[config.mk]
export PLATFORM = sky130hd
export DESIGN_NAME = if_stage
export DESIGN_NICKNAME = d
export VERILOG_FILES = /design/src/rtl/if_stage.sv
export SDC_FILE = /design/constraint.sdc
export NUM_CORES = 1
export LEC_CHECK = 0
export ABC_AREA = 1
export CORE_UTILIZATION = 48
export DETAILED_ROUTE_END_ITERATION = 12
export PLACE_DENSITY_LB_ADDON = 0.25
export SETUP_SLACK_MARGIN = 0.3
export SYNTH_ARGS = -nofsm -noshare
export SYNTH_HDL_FRONTEND = slang
export SYNTH_SLANG_ARGS = --single-unit
[constraint.sdc]
create_clock -name clk -period 3.9 [get_ports clk]
set_clock_uncertainty 0.1 [all_clocks]
set_input_delay 0.585 -clock clk [delete_from_list [all_inputs] [get_ports clk]]
set_output_delay 0.585 -clock clk [all_outputs]
set_load 0.02 [all_outputs]
[src/rtl/if_stage.sv]
// if_stage: program counter, instruction-memory request/ack handshake,
// and the IF/ID register with a one-entry skid buffer.
//
// state    | meaning
// ---------+--------------------------------------------------------------
// ST_RUN   | fetching at r_pc, loading IF/ID on each ack
// ST_DRAIN | waiting out a stale request after a redirect; target in r_redir_pc
// ST_HOLD  | ID frozen with if_* full; the extra word is parked in the skid
module if_stage #(
    parameter logic [31:0] RESET_PC = 32'h0000_0000
) (
    input  logic        clk,
    input  logic        rst,
    input  logic        freeze,
    input  logic        branch_taken,
    input  logic [31:0] branch_addr,
    output logic        imem_req,
    output logic [31:0] imem_addr,
    input  logic        imem_ack,
    input  logic [31:0] imem_rdata,
    output logic [31:0] if_pc,
    output logic [31:0] if_instr,
    output logic        if_valid
);

    typedef enum logic [1:0] {
        ST_RUN   = 2'd0,
        ST_DRAIN = 2'd1,
        ST_HOLD  = 2'd2
    } state_t;

    state_t      r_state;
    logic [31:0] r_pc;
    logic [31:0] r_redir_pc;
    logic [31:0] r_skid_instr;
    logic [31:0] r_skid_pc;
    logic [31:0] r_if_instr;
    logic [31:0] r_if_pc;
    logic        r_if_valid;

    state_t      w_state;
    logic [31:0] w_pc;
    logic [31:0] w_redir_pc;
    logic [31:0] w_skid_instr;
    logic [31:0] w_skid_pc;
    logic [31:0] w_if_instr;
    logic [31:0] w_if_pc;
    logic        w_if_valid;

    logic [31:0] w_br_addr;
    logic [31:0] w_pc_inc;
    logic        w_accept;

    // Low address bits are forced to zero so fetches stay word aligned.
    assign w_br_addr = branch_addr & 32'hFFFF_FFFC;
    assign w_pc_inc  = r_pc + 32'd4;
    assign w_accept  = !freeze || !r_if_valid;

    // Request depends only on state and reset; address is the registered PC.
    assign imem_req  = !rst && (r_state != ST_HOLD);
    assign imem_addr = r_pc;
    assign if_pc     = r_if_pc;
    assign if_instr  = r_if_instr;
    assign if_valid  = r_if_valid;

    // Next-state and datapath update; redirect overrides freeze, ack and state.
    always_comb begin
        w_state      = r_state;
        w_pc         = r_pc;
        w_redir_pc   = r_redir_pc;
        w_skid_instr = r_skid_instr;
        w_skid_pc    = r_skid_pc;
        w_if_instr   = r_if_instr;
        w_if_pc      = r_if_pc;
        w_if_valid   = r_if_valid;

        if (branch_taken) begin
            w_if_valid   = 1'b0;
            w_skid_instr = 32'd0;
            w_skid_pc    = 32'd0;
            case (r_state)
                ST_RUN: begin
                    if (imem_ack) begin
                        w_pc = w_br_addr;
                    end else begin
                        w_redir_pc = w_br_addr;
                        w_state    = ST_DRAIN;
                    end
                end
                ST_DRAIN: begin
                    if (imem_ack) begin
                        w_pc    = w_br_addr;
                        w_state = ST_RUN;
                    end else begin
                        w_redir_pc = w_br_addr;
                    end
                end
                default: begin
                    w_pc    = w_br_addr;
                    w_state = ST_RUN;
                end
            endcase
        end else begin
            case (r_state)
                ST_RUN: begin
                    if (imem_ack) begin
                        w_pc = w_pc_inc;
                        if (w_accept) begin
                            w_if_instr = imem_rdata;
                            w_if_pc    = w_pc_inc;
                            w_if_valid = 1'b1;
                        end else begin
                            w_skid_instr = imem_rdata;
                            w_skid_pc    = w_pc_inc;
                            w_state      = ST_HOLD;
                        end
                    end else if (!freeze) begin
                        w_if_valid = 1'b0;
                    end
                end
                ST_DRAIN: begin
                    w_if_valid = 1'b0;
                    if (imem_ack) begin
                        w_pc    = r_redir_pc;
                        w_state = ST_RUN;
                    end
                end
                default: begin
                    if (!freeze) begin
                        w_if_instr = r_skid_instr;
                        w_if_pc    = r_skid_pc;
                        w_if_valid = 1'b1;
                        w_state    = ST_RUN;
                    end
                end
            endcase
        end
    end

    // State and pipeline registers with synchronous reset.
    always_ff @(posedge clk) begin
        if (rst) begin
            r_state      <= ST_RUN;
            r_pc         <= RESET_PC & 32'hFFFF_FFFC;
            r_redir_pc   <= 32'd0;
            r_skid_instr <= 32'd0;
            r_skid_pc    <= 32'd0;
            r_if_instr   <= 32'd0;
            r_if_pc      <= 32'd0;
            r_if_valid   <= 1'b0;
        end else begin
            r_state      <= w_state;
            r_pc         <= w_pc;
            r_redir_pc   <= w_redir_pc;
            r_skid_instr <= w_skid_instr;
            r_skid_pc    <= w_skid_pc;
            r_if_instr   <= w_if_instr;
            r_if_pc      <= w_if_pc;
            r_if_valid   <= w_if_valid;
        end
    end

endmodule

Word level (Yosys, flattened, before mapping)
Cells that the tools add are included.
{"block": "word_totals", "inputBits": 69, "latchBits": 0, "rom_bits": 0, "register_bits": 193, "output_inout_bits": 98, "n_memories": 0, "elab_cells": 69, "ramBits": 0}
{"block": "classes", "n_eq_ne": 14, "addsub": 1, "mux": 27, "div_mod_pow": 0, "n_reduce_logical": 15, "n_mul": 0, "n_shift": 0, "n_lt_le_gt_ge": 0, "bitwise_logic": 4}
{"op": "two-way mux 32 bit", "n": 11}
{"op": "case mux 32 bit (2 select lines)", "n": 3}
{"op": "adder 32 x 3 -> 32 bit (second input constant)", "n": 1}
{"op": "inequality test 3 bit (second input constant)", "n": 6}
{"op": "two-way mux 2 bit", "n": 6}
{"op": "AND reduction 3 bit", "n": 3}
{"op": "case mux 2 bit (2 select lines)", "n": 2}
{"op": "AND reduction 4 bit", "n": 2}
{"op": "inequality test 2 bit (second input constant)", "n": 3}
{"op": "AND reduction 5 bit", "n": 1}
{"op": "two-way mux 1 bit", "n": 4}
{"op": "inequality test 4 x 1 -> 1 bit (second input constant)", "n": 1}
{"op": "NOT 1 bit", "n": 4}
{"op": "OR reduction 2 bit", "n": 2}
{"op": "zero test 1 bit", "n": 3}
{"op": "inequality test 3 x 1 -> 1 bit (second input constant)", "n": 1}
{"op": "inequality test 3 x 2 -> 1 bit (second input constant)", "n": 1}
{"op": "nonzero test 3 bit", "n": 1}
{"op": "== test 2 x 1 -> 1 bit (second input constant)", "n": 1}
{"op": "zero test 2 bit", "n": 1}
{"op": "inequality test 2 x 1 -> 1 bit (second input constant)", "n": 1}
{"op": "case mux 1 bit (2 select lines)", "n": 1}
{"op": "logical AND 1 bit", "n": 1}
{"op": "logical OR 1 bit", "n": 1}

Depth between registers and ports, before layout
Gate-level depths: netlist of run 1.
{"block": "logic_depth", "word_depth": 6, "depth_mapped": 12, "mapped_depth_nobuf": 12}

Worst setup path after synthesis of run 1
Ideal clock, no wire load.
{"block": "synth_timing", "path_kind": "register to register", "from": "register r_pc[2], in the netlist imem_addr[2]", "to": "register r_pc[22], in the netlist imem_addr[22]", "synth_period_minus_slack_ps": 1911, "n_path_buf": 0, "t_arrival_ps": 1679, "stages_incl_launch_ff": 13, "slack_ps": 1989, "setup_ps": 132, "required_ps": 3668, "path_cell_list": "dfxtp_1 > ha_1 > nand2_1 > nor2_1 > nand2_1 > nor2_1 > nand2_1 > nand2_1 > nand2_1 > nand2_1 > nand2_1 > nand2_1 > a21oi_1"}
{"block": "synth_via", "elab_chain_cells": 4}
{"element": "from (decl)", "line_no": "33", "source": "logic [31:0] r_pc;"}
{"element": "from (signal assigned)", "line_no": "144", "source": "r_pc <= RESET_PC & 32'hFFFF_FFFC;"}
{"element": "from (signal assigned)", "line_no": "153", "source": "r_pc <= w_pc;"}
{"element": "adder 32 x 3 -> 32 bit", "line_no": "56", "source": "assign w_pc_inc = r_pc + 32'd4;"}
{"element": "two-way mux 32 bit", "line_no": "106", "source": "if (imem_ack) begin"}
{"element": "case mux 32 bit (2 select lines)", "line_no": "104", "source": "case (r_state)"}
{"element": "two-way mux 32 bit", "line_no": "77", "source": "if (branch_taken) begin"}
Every way passes these cells. The select of a mux whose other input is x is not followed.
A chain may end at the register's enable or synchronous reset.

Worst setup path in the final report of run 1
{"block": "layout_timing", "from": "input port rst", "to": "output port imem_req"}
{"block": "layout_via", "elab_chain_cells": 2}
{"element": "from (decl)", "line_no": "13", "source": "input logic rst,"}
{"element": "zero test 1 bit", "line_no": "60", "source": "assign imem_req = !rst && (r_state != ST_HOLD);"}
{"element": "logical AND 1 bit", "line_no": "60"}
{"element": "to (decl)", "line_no": "17", "source": "output logic imem_req,"}
Every way passes these cells.

==> flow_metrics.py, run 1 <==
metrics = {
    "clock_tree": {
        "cts_tree": "built",
        "post_cts_buffers": 0,
        "postCtsResizedCells": 0,
        "clk_latency_ns": 0.43,
        "clock_sink_count": 187,
        "clock_path_buffers": 2,
        "cts-buffers-inserted": 17,
        "cts-root-buf": "sky130_fd_sc_hd__clkbuf_16",
        "ctsHoldBuffers": 0,
        "clk_pin_slew_worst_paths_ns": 0.07,
        "cts-htree-levels": 4,
    },
    "min_path": {
        "min_to": "r_redir_pc[8]",
        "hold_path_depth": 2,
        "timing.hold.worst.start": "r_redir_pc[8]",
        "hp-class": "flop to flop",
    },
    "critical_path": {
        "start_kind": "input pin",
        "worst_r2r_startpoint": "r_state[1]",
        "worst-path-max-fanout": 14,
        "crit_path_top_delay_cell": "sky130_fd_sc_hd__clkdlybuf4s50_1",
        "critical-path-top-cell-by-count": "sky130_fd_sc_hd__clkdlybuf4s50_1",
        "reg2reg_slack_ns": 1.25,
        "timing.setup.critical_path_class": "input pin to output port",
        "crit_path_cell_trace": "clkdlybuf4s50_1 -> a21oi_1 -> clkdlybuf4s50_1",
        "r2r.worst_path.cells": 8,
        "cp_slowest_stage_delay_ns": 0.74,
        "worstSetupEndpointType": "output port",
        "critPathRequiredTime_ns": 3.21,
        "rr_endpoint": "r_skid_instr[18]",
        "worstPathArrival_ns": 2.30,
    },
    "logic_synthesis": {
        "yosys.area.top_type_share_pct": 44.4,
        "synth_seq_area_share_pct": 44.4,
        "postSynthAreaPerCell_sq_um": 6.90,
        "ys_seq_elements": 187,
        "syn_inst_count": 1223,
        "synth_warnings": 0,
        "count_of_different_cell_masters_after_synthesis": 34,
        "netlist_area_sq_um": 8440,
        "synth.largest_area_cell": "sky130_fd_sc_hd__dfxtp_1",
        "synth_area_leaders": "sky130_fd_sc_hd__dfxtp_1, sky130_fd_sc_hd__nand2_1, sky130_fd_sc_hd__o21ai_0",
    },
    "sta": {
        "final.min_clock_period_ns": 2.99,
        "slew_viol_final": 0,
        "clock.fmax_mhz": 335,
        "setup_repair_after_global_routing_missed_its_margin": "false",
        "hold_viol_final": 0,
        "layout_worst_path_cycle_share_pct": 76.6,
        "timing.slew.headroom_pct": 42.7,
        "finalSetupViolCount": 0,
        "tightest_pin_transition_ns": 0.854,
        "totalNegativeSetupSlack_ns": 0,
    },
    "finish": {
        "fillerInstances": 1621,
        "final_nets": 1408,
        "post_route_cells_drive_above_1_share_pct": 4.89,
        "synthToLayoutAreaGrowth_pct": 26.6,
        "postLayoutCellArea_sq_um": 10700,
    },
    "route": {
        "ant_nets": 0,
        "drc_markers": 0,
        "detail_route.iter0.violations": 749,
        "dr.pass1.iters": 5,
        "routed_wl_microns": 24500,
        "routed_vias": 8461,
        "via_per_inst": 5.37,
        "route.detailed.wl_per_inst_microns": 15.5,
    },
    "placement": {
        "dpl.hpwl_microns": 16100,
        "gp_congestion": 0.936,
        "placedInstanceArea_sq_um": 10100,
        "port-buffer-count": 160,
    },
    "power_and_ir_drop": {
        "ir_drop_mv": 0.348,
        "power.static_leakage_nw": 4.27,
        "design_power_total_mw": 5.16,
        "p_per_area_nw_per_um2": 482,
    },
    "flow_run": {
        "timing.max_cap.violations": 0,
    },
    "global_route": {
        "gr-total-overflow": 0,
        "grt_pass1_vias": 7735,
        "grt_max_degree": 76,
        "grt.total_usage_pct": 27.4,
        "antenna_found_initial": 1,
        "grt_pass1_wl_microns": 39100,
    },
    "floorplan": {
        "floorplan.initialDensity_pct": 49.0,
        "coreArea_sq_um": 17200,
        "fp.dieH_microns": 135,
        "design.portCount": 167,
        "placementRows": 48,
        "design.die.area_sq_um": 18100,
        "die_x_microns": 135,
    },
    "status": {
        "status": "finished clean",
    },
}
[power breakdown]
part	internal (mW)	total (mW)	switching [mW]
clock network	0.913	1.70	0.791
logic	0.490	1.25	0.759
registers	2.07	2.20	0.130
[metrics by stage]
step,std cells,utilization [%],hold slack [ns],setup slack (ns)
floorplan,1226,-,0.325,1.99
global placement,1544,58.7,0.338,0.908
detailed placement,1544,58.7,0.343,0.880
CTS,1576,62.0,0.353,0.937
global route,1577,62.0,0.383,0.863
finish,1577,62.0,0.357,0.913
[how the worst max path moves through the flow]
stage                             from          endpoint  slack, ns  cells after the start
after global placement             rst  r_skid_instr[17]       0.91                      5
after CTS                          rst          imem_req       0.94                      3
after floorplan           imem_addr[2]     imem_addr[22]       1.99                     12
final                              rst          imem_req       0.91                      3
after global routing               rst          imem_req       0.86                      3
after detailed placement           rst  r_skid_instr[18]       0.88                      5
[cells in the final DEF (no fill, tap or decap), drive strengths merged]
cell type,instances
a21oi,137
clkinvlp,3
o21ai,165
xor2,6
nand3,29
a31oi,34
o21bai,1
clkdlybuf4s50,160
inv,97
o21a,1
a221oi,1
clkinv,6
nor2,127
o22ai,14
bufinv,1
xnor2,8
and2,2
dfxtp,187
nor3,4
clkbuf,18
nand3b,3
conb,4
buf,18
or2,4
o211ai,18
nand2,302
ha,1
diode,1
[Yosys cell counts]
| cell type | count |
|---|---|
| sky130_fd_sc_hd__inv_2 | 3 |
| sky130_fd_sc_hd__buf_4 | 4 |
| sky130_fd_sc_hd__a31oi_1 | 34 |
| sky130_fd_sc_hd__nand2_1 | 301 |
| sky130_fd_sc_hd__inv_1 | 89 |
| sky130_fd_sc_hd__nand3b_1 | 3 |
| sky130_fd_sc_hd__clkbuf_1 | 50 |
| sky130_fd_sc_hd__nand3_2 | 1 |
| sky130_fd_sc_hd__ha_1 | 1 |
| sky130_fd_sc_hd__a221oi_1 | 1 |
| sky130_fd_sc_hd__nor2_4 | 2 |
| sky130_fd_sc_hd__buf_1 | 2 |
| sky130_fd_sc_hd__o211ai_1 | 18 |
| sky130_fd_sc_hd__xnor2_1 | 8 |
| sky130_fd_sc_hd__and2_1 | 2 |
| sky130_fd_sc_hd__clkinv_1 | 1 |
| sky130_fd_sc_hd__o21bai_1 | 1 |
| sky130_fd_sc_hd__o22ai_1 | 14 |
| sky130_fd_sc_hd__nor2_1 | 123 |
| sky130_fd_sc_hd__nand3_1 | 28 |
| sky130_fd_sc_hd__buf_2 | 29 |
| sky130_fd_sc_hd__o21a_1 | 1 |
| sky130_fd_sc_hd__nor3_1 | 3 |
| sky130_fd_sc_hd__o21ai_0 | 148 |
| sky130_fd_sc_hd__a21oi_1 | 137 |
| sky130_fd_sc_hd__nor2_2 | 2 |
| sky130_fd_sc_hd__nand2_2 | 1 |
| sky130_fd_sc_hd__or2_2 | 3 |
| sky130_fd_sc_hd__o21ai_1 | 17 |
| sky130_fd_sc_hd__xor2_1 | 6 |
| sky130_fd_sc_hd__nor3_2 | 1 |
| sky130_fd_sc_hd__dfxtp_1 | 187 |
| sky130_fd_sc_hd__or2_1 | 1 |
| sky130_fd_sc_hd__conb_1 | 1 |
[kinds of logic (layout without fill, tap and decap cells)]
logic type | after synthesis | after routing | share of synthesized area (%)
AND/OR/NAND/NOR | 471 | 471 | 22.1
AO/OA/AOI/OAI | 371 | 371 | 23.3
flip-flops | 187 | 187 | 44.4
buffers and inverters | 178 | 303 | 8.52
XOR/XNOR | 14 | 14 | 1.45
adder cells (fa/ha/maj) | 1 | 1 | 0.148
other | 1 | 5 | 0.0444
[per-layer routing]
metal	part of all wire (%)	GRT usage, %	vias up
met3	6.0	4.50	39
met5	0	0	-
met1	45	37.0	3914
met2	46	43.6	268
li1	-	-	4240
met4	2.5	10.9	0
[sequential cells by signal, summed over array words and instances (netlist names)]
name	count
if_instr	32
if_pc	30
if_valid	1
imem_addr	30
r_redir_pc	30
r_skid_instr	32
r_skid_pc	30
r_state	2
[critical path, delay by kind of cell]
family	cells	cell delay, ns
buffers and inverters	2	1.39
AOI/OAI and AO/OA	1	0.32
[area by class of cell]
cell class	instances	area (sq um)	share of cell area, %
sequential	187	3740	35.0
tap	225	282	2.63
antenna	1	2.50	0.0234
multi-input combinational	861	4000	37.4
inverter	93	349	3.27
clock inverter	14	136	1.28
clock buffer	18	439	4.11
timing repair buffer	178	1740	16.2
Note: power is estimated with default switching activity, not from simulation.
==> run 2, diff against run 1 <==
CORE_UTILIZATION = 47   (was 48)
clock period = 2.6 ns   (was 3.9 ns; I/O delays follow)
==> flow_metrics.py, run 2 (synthesized netlist as in run 1, its figures left out) <==
metrics = {
    "status": {
        "status": "finished clean",
    },
    "power_and_ir_drop": {
        "power.net_switching_mw": 2.54,
        "power.static_leakage_nw": 4.37,
        "power.share.combinational_pct": 24.0,
        "ir_drop_mv": 0.508,
        "p_per_area_nw_per_um2": 740,
        "power.share.clock_pct": 35.0,
        "cell_internal_pwr_mw": 5.52,
        "power.switching_fraction_pct": 31.5,
        "sequentialPowerShare_pct": 41.1,
    },
    "critical_path": {
        "worstPathArrival_ns": 2.48,
        "start_kind": "flop",
        "crit_path_top_delay_cell": "sky130_fd_sc_hd__dfxtp_1",
        "timing.setup.critical_path_class": "flop to flop",
        "timing.critical_path.buf_inv": 0,
        "critPathRequiredTime_ns": 2.87,
        "critical-path-top-cell-by-count": "sky130_fd_sc_hd__nand2_1",
        "worst-path-max-fanout": 5,
        "worstSetupEndpointType": "flop",
        "crit_path_leading_delay_family": "simple AND/OR/NAND/NOR gates",
        "cp_slowest_stage_delay_ns": 0.40,
        "crit_path_cell_trace": "ha_1 -> nand2_1 -> nor2_1 -> nand2_1 -> nor2_1 -> nand3_1 -> nand2_1 -> nand2_1 -> nand2_1 -> nand2_1 -> a21oi_1",
    },
    "sta": {
        "timing.slew.headroom_pct": 39.1,
        "clock.fmax_mhz": 452,
        "layout_worst_path_cycle_share_pct": 85.1,
        "hold_viol_final": 0,
        "tightest_pin_transition_ns": 0.912,
        "totalNegativeSetupSlack_ns": 0,
        "setup_repair_after_global_routing_missed_its_margin": "true",
        "finalSetupViolCount": 0,
        "final.min_clock_period_ns": 2.21,
        "slew_viol_final": 0,
    },
    "finish": {
        "synthToLayoutAreaGrowth_pct": 29.0,
        "antenna_cells": 0,
        "final_nets": 1416,
        "layout.cells.most_common_list": "sky130_fd_sc_hd__nand2_1, sky130_fd_sc_hd__dfxtp_1, sky130_fd_sc_hd__clkdlybuf4s50_1",
        "post_route_core_utilization_pct": 62.5,
        "post_route_cells_drive_above_1_share_pct": 5.67,
        "layout.cells.most_common": "sky130_fd_sc_hd__nand2_1",
    },
    "flow_run": {
        "timing.max_cap.violations": 0,
    },
    "route": {
        "route.detailed.wl_per_inst_microns": 15.4,
        "dr.pass1.iters": 7,
        "ant_nets": 0,
        "drc_markers": 0,
        "detail_route.iter0.violations": 717,
        "via_per_inst": 5.31,
        "routed_wl_microns": 24500,
        "routed_vias": 8409,
    },
    "clock_tree": {
        "clk_latency_ns": 0.43,
        "clock_sink_count": 187,
        "clock_path_buffers": 2,
        "cts-root-buf": "sky130_fd_sc_hd__clkbuf_16",
        "cts-buffers-inserted": 17,
        "cts_tree": "built",
        "ctsHoldBuffers": 0,
        "clk_pin_slew_worst_paths_ns": 0.07,
        "cts-htree-levels": 4,
    },
    "placement": {
        "port-buffer-count": 160,
        "dpl.hpwl_microns": 16500,
        "gp_congestion": 0.926,
    },
    "global_route": {
        "grt.total_usage_pct": 26.9,
        "grt_pass1_vias": 7457,
        "gr-total-overflow": 0,
        "antenna_found_initial": 0,
        "grt_pass1_wl_microns": 39000,
        "grt_max_degree": 76,
    },
    "floorplan": {
        "floorplan.initialDensity_pct": 48.5,
        "coreArea_sq_um": 17400,
        "design.portCount": 167,
        "placementRows": 48,
        "die_x_microns": 136,
        "design.die.area_sq_um": 18500,
        "fp.dieH_microns": 136,
    },
    "min_path": {
        "hp-class": "flop to flop",
    },
}
-- run 2: cell count changes in the layout (fill, tap and decap cells not counted), sizes merged --
cell,previous run,this run
buf,18,26
bufinv,1,4
clkinv,6,3
inv,97,99
clkbuf,18,17
clkinvlp,3,2
diode,1,0
-- run 2: worst reg2reg max path: stages, from the launching register on --
cell and delay (ns):
sky130_fd_sc_hd__dfxtp_1 0.40, sky130_fd_sc_hd__ha_1 0.23, sky130_fd_sc_hd__nand2_1 0.07, sky130_fd_sc_hd__nor2_1 0.19, sky130_fd_sc_hd__nand2_1 0.22, sky130_fd_sc_hd__nor2_1 0.36
sky130_fd_sc_hd__nand3_1 0.13, sky130_fd_sc_hd__nand2_1 0.17, sky130_fd_sc_hd__nand2_1 0.07, sky130_fd_sc_hd__nand2_1 0.06, sky130_fd_sc_hd__nand2_1 0.04, sky130_fd_sc_hd__a21oi_1 0.11
-- run 2: stage by stage --
step	total power, mW	instance area [sq um]	cells	setup WS (ns)	hold slack [ns]
2_1_floorplan	4.42	8450	1226	0.689	0.325
3_3_place_gp	5.26	10200	1552	0.347	0.336
3_5_place_dp	5.29	10200	1552	0.291	0.346
4_1_cts	8.08	10900	1584	0.408	0.357
5_1_grt	8.41	10900	1584	0.217	0.380
6_report	8.06	10900	1584	0.387	0.355
-- run 2: metal layers --
metal  wire (microns)  GRT usage (%)
met1            11100           37.7
met2            11300           42.0
met3             1550           4.14
met4              541           9.07
met5                0              0
-- run 2: worst paths after layout --
| path | from | endpoint | slack [ns] | cells past startpoint |
|---|---|---|---|---|
| worst max-delay path | imem_addr[3] | imem_addr[30] | 0.39 | 11 |
| worst min-delay path | r_redir_pc[9] | r_redir_pc[9] | 0.35 | 2 |
| worst max register to register | imem_addr[3] | imem_addr[30] | 0.39 | 11 |
| worst min register to register | r_redir_pc[9] | r_redir_pc[9] | 0.35 | 2 |
-- run 2: what timing repair did --
| item | in CTS | in global routing |
|---|---|---|
| buffers inserted | 0 | 0 |
| gates resized for setup | 0 | 2 |
| endpoints found under the setup margin | 0 | 6 |
-- run 2: power groups by stage --
stage | Clock [mW] | Combinational (mW) | Sequential (mW)
floorplan | 0 | 0.866 | 3.56
global placement | 0 | 1.90 | 3.36
detailed placement | 0 | 1.92 | 3.37
CTS | 2.84 | 1.93 | 3.31
global route | 2.96 | 2.11 | 3.34
finish | 2.82 | 1.93 | 3.31
-- run 2: cell type report --
cell class	count	area, sq um
fillers	1601	6530
multi-input cells	861	4010
flip-flops and latches	187	3740
repair buffers	186	1870
clock buffers	17	425
inverters	93	349
well taps	225	282
clock inverters	15	209
